[config.mk]
export PLATFORM = sky130hd
export DESIGN_NAME = imm_decode_pipe
export DESIGN_NICKNAME = d
export VERILOG_FILES = /design/src/rtl/imm_pkg.sv /design/src/rtl/imm_dec_core.sv /design/src/rtl/imm_decode_pipe.sv
export SDC_FILE = /design/constraint.sdc
export NUM_CORES = 1
export LEC_CHECK = 0
export ABC_AREA = 0
export CAP_MARGIN = 15
export CELL_PAD_IN_SITES_DETAIL_PLACEMENT = 1
export CELL_PAD_IN_SITES_GLOBAL_PLACEMENT = 1
export CORE_ASPECT_RATIO = 1.4
export CORE_UTILIZATION = 39
export CTS_CLUSTER_SIZE = 14
export DETAILED_ROUTE_END_ITERATION = 10
export GPL_ROUTABILITY_DRIVEN = 0
export MAX_ROUTING_LAYER = met4
export PLACE_DENSITY = 0.88
export SLEW_MARGIN = 20
export SYNTH_ARGS = -nofsm -noshare
export SYNTH_HDL_FRONTEND = slang
export SYNTH_SLANG_ARGS = --single-unit
[constraint.sdc]
create_clock -name clk -period 4.3 [get_ports clk]
set_input_delay 0.43 -clock clk [delete_from_list [all_inputs] [get_ports clk]]
set_output_delay 0.43 -clock clk [all_outputs]
set_load 0.02 [all_outputs]
[src/rtl/imm_pkg.sv]
// imm_pkg: shared types and RV32 opcode constants for the immediate decode pipe.
// The optional Zicsr decode (macro IMM_DEC_ZICSR_EN) uses the FMT_Z code defined here.
package imm_pkg;

    // Immediate format code carried with each decoded entry
    typedef enum logic [2:0] {
        FMT_NONE = 3'd0,
        FMT_I    = 3'd1,
        FMT_S    = 3'd2,
        FMT_B    = 3'd3,
        FMT_U    = 3'd4,
        FMT_J    = 3'd5,
        FMT_Z    = 3'd6
    } imm_fmt_e;

    // Occupancy of the two-entry skid buffer
    typedef enum logic [1:0] {
        ST_EMPTY = 2'd0,
        ST_ONE   = 2'd1,
        ST_TWO   = 2'd2
    } buf_state_e;

    // RV32 major opcodes recognised by the decoder
    localparam logic [6:0] OPC_OP_IMM = 7'b0010011;
    localparam logic [6:0] OPC_LOAD   = 7'b0000011;
    localparam logic [6:0] OPC_JALR   = 7'b1100111;
    localparam logic [6:0] OPC_STORE  = 7'b0100011;
    localparam logic [6:0] OPC_BRANCH = 7'b1100011;
    localparam logic [6:0] OPC_JAL    = 7'b1101111;
    localparam logic [6:0] OPC_LUI    = 7'b0110111;
    localparam logic [6:0] OPC_AUIPC  = 7'b0010111;
    localparam logic [6:0] OPC_SYSTEM = 7'b1110011;

endpackage

[src/rtl/imm_dec_core.sv]
// imm_dec_core: purely combinational RV32 immediate decoder, sign-extended to XLEN.
// Define IMM_DEC_ZICSR_EN to decode CSR-immediate forms of SYSTEM as FMT_Z.
module imm_dec_core
    import imm_pkg::*;
#(
    parameter int unsigned XLEN = 32
) (
    input  logic [31:0]     instr,
    output logic [XLEN-1:0] imm,
    output imm_fmt_e        fmt,
    output logic            illegal
);

    logic [31:0] imm32;

    // Select the format and assemble a 32-bit immediate; the wide result is its sign extension
    always_comb begin
        imm32   = '0;
        fmt     = FMT_NONE;
        illegal = 1'b0;
        case (instr[6:0])
            OPC_OP_IMM, OPC_LOAD, OPC_JALR: begin
                fmt   = FMT_I;
                imm32 = {{20{instr[31]}}, instr[31:20]};
            end
            OPC_STORE: begin
                fmt   = FMT_S;
                imm32 = {{20{instr[31]}}, instr[31:25], instr[11:7]};
            end
            OPC_BRANCH: begin
                fmt   = FMT_B;
                imm32 = {{19{instr[31]}}, instr[31], instr[7], instr[30:25], instr[11:8], 1'b0};
            end
            OPC_JAL: begin
                fmt   = FMT_J;
                imm32 = {{11{instr[31]}}, instr[31], instr[19:12], instr[20], instr[30:21], 1'b0};
            end
            OPC_LUI, OPC_AUIPC: begin
                fmt   = FMT_U;
                imm32 = {instr[31:12], 12'b0};
            end
            OPC_SYSTEM: begin
`ifdef IMM_DEC_ZICSR_EN
                // CSR-immediate forms carry a 5-bit unsigned uimm in the rs1 field
                if (instr[14]) begin
                    fmt   = FMT_Z;
                    imm32 = {27'b0, instr[19:15]};
                end else begin
                    fmt   = FMT_I;
                    imm32 = {{20{instr[31]}}, instr[31:20]};
                end
`else
                fmt   = FMT_I;
                imm32 = {{20{instr[31]}}, instr[31:20]};
`endif
            end
            default: begin
                illegal = 1'b1;
            end
        endcase
        // FMT_Z values have bit 31 clear, so a common sign extension also zero-extends them
        imm = XLEN'($signed(imm32));
    end

endmodule

[src/rtl/imm_decode_pipe.sv]
// imm_decode_pipe: decodes RV32 immediates on the input side and stores them in a
// two-entry skid buffer with a registered in_ready; counts illegal opcodes in err_cnt.
// Macro IMM_DEC_ZICSR_EN (consumed by imm_dec_core) enables the Zicsr FMT_Z decode.
module imm_decode_pipe
    import imm_pkg::*;
#(
    parameter int unsigned XLEN  = 32,
    parameter int unsigned TAG_W = 32
) (
    input  logic             clk,
    input  logic             rst,
    input  logic             in_valid,
    output logic             in_ready,
    input  logic [31:0]      in_instr,
    input  logic [TAG_W-1:0] in_tag,
    output logic             out_valid,
    input  logic             out_ready,
    output logic [XLEN-1:0]  out_imm,
    output logic [2:0]       out_fmt,
    output logic             out_illegal,
    output logic [TAG_W-1:0] out_tag,
    input  logic             clr_cnt,
    output logic [15:0]      err_cnt
);

    typedef struct packed {
        logic [XLEN-1:0]  imm;
        imm_fmt_e         fmt;
        logic             illegal;
        logic [TAG_W-1:0] tag;
    } entry_t;

    logic [XLEN-1:0] dec_imm;
    imm_fmt_e        dec_fmt;
    logic            dec_illegal;

    imm_dec_core #(
        .XLEN (XLEN)
    ) u_dec (
        .instr   (in_instr),
        .imm     (dec_imm),
        .fmt     (dec_fmt),
        .illegal (dec_illegal)
    );

    buf_state_e state_q, state_d;
    entry_t     head_q, head_d;
    entry_t     skid_q, skid_d;
    logic       out_valid_q, out_valid_d;
    logic       in_ready_q, in_ready_d;
    logic [15:0] err_cnt_q, err_cnt_d;

    entry_t dec_entry;
    logic   push;
    logic   pop;

    // Next-state for the skid buffer and the saturating illegal-opcode counter
    always_comb begin
        dec_entry = '{imm: dec_imm, fmt: dec_fmt, illegal: dec_illegal, tag: in_tag};
        push      = in_valid && in_ready_q;
        pop       = out_valid_q && out_ready;
        state_d   = state_q;
        head_d    = head_q;
        skid_d    = skid_q;
        err_cnt_d = err_cnt_q;

        case (state_q)
            ST_EMPTY: begin
                if (push) begin
                    head_d  = dec_entry;
                    state_d = ST_ONE;
                end
            end
            ST_ONE: begin
                if (push && pop) begin
                    head_d = dec_entry;
                end else if (push) begin
                    skid_d  = dec_entry;
                    state_d = ST_TWO;
                end else if (pop) begin
                    state_d = ST_EMPTY;
                end
            end
            ST_TWO: begin
                // in_ready is low here, so only a pop can occur
                if (pop) begin
                    head_d  = skid_q;
                    state_d = ST_ONE;
                end
            end
            default: begin
                state_d = ST_EMPTY;
            end
        endcase

        // Handshake flags are derived from the next state so they are plain flops
        out_valid_d = (state_d != ST_EMPTY);
        in_ready_d  = (state_d != ST_TWO);

        if (clr_cnt) begin
            err_cnt_d = '0;
        end else if (push && dec_illegal && (err_cnt_q != '1)) begin
            err_cnt_d = err_cnt_q + 16'd1;
        end
    end

    // State and data registers with synchronous reset
    always_ff @(posedge clk) begin
        if (rst) begin
            state_q     <= ST_EMPTY;
            head_q      <= '0;
            skid_q      <= '0;
            out_valid_q <= 1'b0;
            in_ready_q  <= 1'b1;
            err_cnt_q   <= '0;
        end else begin
            state_q     <= state_d;
            head_q      <= head_d;
            skid_q      <= skid_d;
            out_valid_q <= out_valid_d;
            in_ready_q  <= in_ready_d;
            err_cnt_q   <= err_cnt_d;
        end
    end

    assign in_ready    = in_ready_q;
    assign out_valid   = out_valid_q;
    assign out_imm     = head_q.imm;
    assign out_fmt     = head_q.fmt;
    assign out_illegal = head_q.illegal;
    assign out_tag     = head_q.tag;
    assign err_cnt     = err_cnt_q;

endmodule
==> impl_metrics.tcl, run 1 <==
set metrics [dict create \
    yosysWarningCount 0 \
    hpwl_um 13500 \
    layout_min_cycle_time_ns 2.64 \
    relSlewSlack 0.230 \
    synth_xor_area_frac 0.00130 \
    ir_drop_v 0.000203 \
    synth_top_cell_area_share 0.462 \
    startpoint_type "primary input" \
    setup_viol 0 \
    synth_compound_area_frac 0.242 \
    htree_levels 4 \
    clk_path_buf_depth 2 \
    n_antenna_cell 0 \
    crit_slowest_cell "a21oi_1" \
    antenna_found_initial 0 \
    grt_pass1_vias 6689 \
    drive_gt1_frac 0.0601 \
    avgSynthCellArea_um2 8.06 \
    finalNetCount 1022 \
    setup_tns_ns 0 \
    cts_tree "built" \
    num_vias 6615 \
    cp.required_ns 4.57 \
    die_h_um 158 \
    core_um2 16900 \
    die-area_um2 17900 \
    critPathBufInv 1 \
    ys.flop_type "dfxtp_1" \
    ios 155 \
    syn_to_final_growth_pct 33.2 \
    yosys.area_share.simple 0.239 \
    post-route-period-util 0.614 \
    max_clock_freq_mhz 379 \
    post_dp_cell_area_um2 8370 \
    routed_wl_um 20700 \
    syn-cell-area_um2 6760 \
    grt_setup_unrepaired "false" \
    final_core_util 0.533 \
    rows 56 \
    finalWorstSetupSlack_ns 1.66 \
    cts_resized 0 \
    hold_violations 0 \
    cts_hold_buffers 0 \
    worst_pin_slew_ns 1.14 \
    path_cells "clkdlybuf4s50_1 -> and2b_1 -> o21ai_0 -> a21oi_2 -> a21oi_1 -> a211oi_1" \
    syn_nets 909 \
    synth_edf_count 0 \
    ant_nets 0 \
    grt_usage 0.246 \
    yosysTopAreaCell "dfxtp_1" \
    fin_area_um2 9000 \
    p_leak_nw 3.28 \
    setup.worst_path.end_class "register" \
    async_flop_share 0 \
    ys_seq_area_frac 0.462 \
    muxShareOfSynthArea 0.00222 \
    port_buffers 154 \
    ys_types 63 \
    synth.most_common_cell "nand2_1" \
    total_power_mw 3.93 \
    grt_pass1_wl_um 33400 \
    drtIter0Drc 279 \
    outcome "finished clean" \
    crit_family "compound AO/OA/AOI/OAI gates" \
    finalClockSkew_ns 0.00482 \
    synth_top_family_by_area "compound AO/OA/AOI/OAI gates" \
    grt_max_degree 87 \
    fp.dieW_um 113 \
    initial_utilization 0.400 \
    cts-root-buf "clkbuf_16" \
    clock_sinks 156 \
    dr.pass1.iters 4 \
    numCtsBuffers 17 \
    synth_area_leaders "dfxtp_1 46%, nand2_1 10%, a21oi_1 6.1%" \
    synth_top_cells_by_count "180 x nand2_1, 156 x dfxtp_1, 106 x nor2_1, 82 x a21oi_1, 42 x a311oi_1" \
    worstPathArrival_ns 2.91 \
    place_ws_ns 1.28 \
    yosys_register_bits 156 \
    post_cts_buffers 0 \
    worstHoldPathType "register to register" \
    max_cap_violations 0 \
    synth_cells 839 \
    clock_latency_ns 0.43 \
    wl_per_cell_um 17.3 \
    max_stage_delay_ns 0.80 \
    path_max_fanout 13 \
    finalMaxSlewViolations 0 \
    drc 0 \
    drt-vias-per-instance 5.53 \
    grt-ovfl-total 0 \
    synth_fa_ha_area_frac 0.00185 \
    crit_type "primary input to register" \
    path_clk_slew_ns 0.06 \
    power.density_nw_per_um2 437 \
]
==> registers in the layout, indices dropped and copies added, names as in the netlist <==
register,flops
err_cnt,16
in_ready,1
out_fmt,3
out_illegal,1
out_imm,32
out_tag,32
out_valid,1
skid_q,68
state_q,2
==> stage by stage <==
step / cells / hold slack [ns]
finish: 1197 / 0.453
global route: 1197 / 0.470
CTS: 1197 / 0.456
detailed placement: 1165 / 0.440
global placement: 1165 / 0.441
floorplan: 839 / 0.437
==> cells by family after synthesis <==
logic type	after synthesis
AND/OR/NAND/NOR	373
flip-flops	156
buffers and inverters	73
adder cells (fa/ha/maj)	1
AO/OA/AOI/OAI	234
multiplexers	1
XOR/XNOR	1
==> cell type report <==
cell class | count | area (um^2)
Tap cell | 232 | 290
Fill cell | 1992 | 7880
Inverter | 3 | 11.3
Sequential cell | 156 | 3120
Timing Repair Buffer | 164 | 1630
Clock buffer | 22 | 474
Clock inverter | 10 | 163
Multi-Input combinational cell | 610 | 3320
==> final timing paths <==
kind / to / depth (start not counted) / start / slack [ns]
setup reg to reg: out_imm[13]$_SDFFE_PP0P_ / 6 / in_ready$_SDFF_PP1_ / 1.94
hold / removal: out_imm[21]$_SDFFE_PP0P_ / 1 / out_imm[21]$_SDFFE_PP0P_ / 0.45
setup / recovery: skid_q[62]$_SDFFE_PP0P_ / 6 / in_instr[4] / 1.66
hold reg to reg: out_imm[21]$_SDFFE_PP0P_ / 1 / out_imm[21]$_SDFFE_PP0P_ / 0.45
==> cell usage in the layout (no fill, tap or decap), types with 2 or more instances in the layout <==
master and instances:
buf_4 10, clkbuf_16 17, a22o_1 3, and2_1 3, nand2_1 179, nand4b_1 2, clkdlybuf4s50_1 153, nor2_1 106
a211oi_1 41, and3_1 13, bufinv_16 4, o31ai_1 2, or3_1 12, and3b_1 3, clkbuf_8 3, o2bb2ai_1 4
a21oi_1 82, o21a_1 2, a32o_1 2, inv_1 3, clkinvlp_4 2, a311oi_1 42, nand3_1 31, a21o_1 17
a21boi_1 2, dfxtp_1 156, nand2b_1 2, clkinv_2 2, nand4_1 2, clkinv_4 2, nor3_1 4, or4_1 2
o21ai_0 18, clkbuf_1 2, or2_2 2
==> where the power goes <==
part           internal [mW]  leakage, nW  switching [mW]  total, mW
Clock                   1.02        0.306           0.591       1.61
Sequential              1.55         1.27          0.0688       1.62
Combinational          0.296         1.71           0.408      0.704
Total                   2.87         3.28            1.07       3.93
==> per-layer routing <==
metal | global-route usage | up-vias | part of all wire
met5 | - | - | 0
met4 | 0.135 | 0 | 0.037
met3 | 0.0375 | 47 | 0.032
met2 | 0.431 | 156 | 0.52
met1 | 0.266 | 3218 | 0.41
li1 | - | 3194 | -
Power figures use the tool's default switching activity.
==> run 2: changes to the inputs <==
CORE_UTILIZATION = 33   (was 39)
PLACE_DENSITY = 0.8   (was 0.88)
clock period = 2.4 ns   (was 4.3 ns; I/O delays follow)
==> run 2 against run 1 <==
Effect of this change: critical path depth increased by 1; sequential share of layout area decreased by 0.73 points; flip-flop and latch count unchanged; hold slack got worse by 0.24 ns; power increased by 73%; setup slack got worse by 1.2 ns; design area increased by 2.2%; highest routed layer unchanged.
==> impl_metrics.tcl, run 2 (synthesis gave the netlist of run 1 again) <==
set metrics [dict create \
    outcome "finished clean" \
    p_leak_nw 3.39 \
    ant_nets 0 \
    post_dp_cell_area_um2 8640 \
    drtIter0Drc 344 \
    finalClockSkew_ns 0.00821 \
    worstHoldPathType "primary input to register" \
    fp.dieW_um 123 \
    wl_per_cell_um 17.3 \
    drc 0 \
    antenna_found_initial 0 \
    n_antenna_cell 0 \
    port_buffers 154 \
    post-route-period-util 0.827 \
    rr_worst_depth 7 \
    clock_sinks 156 \
    setup_tns_ns 0 \
    cp.required_ns 2.75 \
    grt_max_degree 60 \
    largest_reg_flops 68 \
    cts-root-buf "clkbuf_16" \
    fin_area_um2 9200 \
    routed_wl_um 21500 \
    die-area_um2 21100 \
    grt_pass1_wl_um 34400 \
    syn_to_final_growth_pct 36.1 \
    setup_viol 0 \
    clock_latency_ns 0.43 \
    cts_resized 0 \
    core_um2 20000 \
    rows 61 \
    cts_hold_buffers 0 \
    drive_gt1_frac 0.0849 \
    hpwl_um 15000 \
    clk_path_buf_depth 2 \
    startpoint_type "primary input" \
    worstPathArrival_ns 2.33 \
    power.density_nw_per_um2 739 \
    path_max_fanout 19 \
    initial_utilization 0.338 \
    finalNetCount 1048 \
    final_common_cell "nand2_1" \
    worst_pin_slew_ns 0.559 \
    max_flop_register "skid_q" \
    setup.worst_path.end_class "register" \
    grt_pass1_vias 6809 \
    relSlewSlack 0.626 \
    max_cap_violations 0 \
    ir_drop_v 0.000446 \
    crit_type "primary input to register" \
    numCtsBuffers 17 \
    path_clk_slew_ns 0.07 \
    mostFrequentLayoutCells "179 x nand2_1, 156 x dfxtp_1, 153 x clkdlybuf4s50_1, 106 x nor2_1, 82 x a21oi_1" \
    die_h_um 171 \
    grt_setup_unrepaired "false" \
    grt-ovfl-total 0 \
    finalMaxSlewViolations 0 \
    drt-vias-per-instance 5.35 \
    hold_violations 0 \
    layout_min_cycle_time_ns 1.99 \
    max_clock_freq_mhz 504 \
    cts_tree "built" \
    post_cts_buffers 0 \
    htree_levels 4 \
    dr.pass1.iters 4 \
    holdPathStages 2 \
    num_vias 6640 \
    grt_usage 0.217 \
    final_core_util 0.460 \
    ios 155 \
]
-- run 2: changes by cell type in the layout (fill, tap and decap cells not counted) --
cell,previous run,this run
buf_12,1,5
buf_4,10,32
bufinv_16,4,1
clkinvlp_4,2,6
clkinv_4,2,1
clkbuf_1,2,0
-- run 2: layout make-up --
class                           count  area [um^2]
Fill cell                        2392        10800
Multi-Input combinational cell    610         3320
Sequential cell                   156         3120
Timing Repair Buffer              190         1870
Clock buffer                       20          467
Tap cell                          252          315
Clock inverter                     10         93.8
Inverter                            3         11.3
-- run 2: routing by layer --
metal / share of wire / track usage / vias to the layer above
li1: - / - / 3235
met1: 0.42 / 0.237 / 3238
met2: 0.53 / 0.385 / 132
met3: 0.024 / 0.0265 / 35
met4: 0.031 / 0.103 / 0
met5: 0 / - / -
-- run 2: where the power goes --
group | internal [mW] | total, mW | switching (mW)
Sequential | 2.78 | 2.90 | 0.119
Combinational | 0.581 | 1.33 | 0.747
Clock | 1.49 | 2.57 | 1.07
-- run 2: path summary, 6_finish.rpt --
kind | startpoint | endpoint | slack [ns]
max | in_instr[2] | err_cnt[15]$_SDFFE_PP0P_ | 0.41
min | rst | skid_q[46]$_SDFFE_PP0P_ | 0.21
max reg2reg | err_cnt[0]$_SDFFE_PP0P_ | err_cnt[15]$_SDFFE_PP0P_ | 0.47
min reg2reg | out_illegal$_SDFFE_PP0P_ | out_illegal$_SDFFE_PP0P_ | 0.45
-- run 2: stage by stage --
step | cells | setup WS, ns | hold slack (ns) | power (mW)
finish | 1241 | 0.414 | 0.210 | 6.80
global route | 1241 | 0.308 | 0.202 | 7.13
CTS | 1241 | 0.441 | 0.194 | 6.89
detailed placement | 1211 | -0.0113 | 0.440 | 4.30
global placement | 1211 | 0.0565 | 0.441 | 4.27
floorplan | 839 | 0.553 | 0.357 | 3.65
-- run 2: critical path, stage by stage --
cell and delay (ns):
clkdlybuf4s50_1 0.60, and2b_1 0.30, o32a_4 0.41, o2bb2ai_4 0.35, buf_4 0.21, o21ai_0 0.10, a21oi_1 0.12
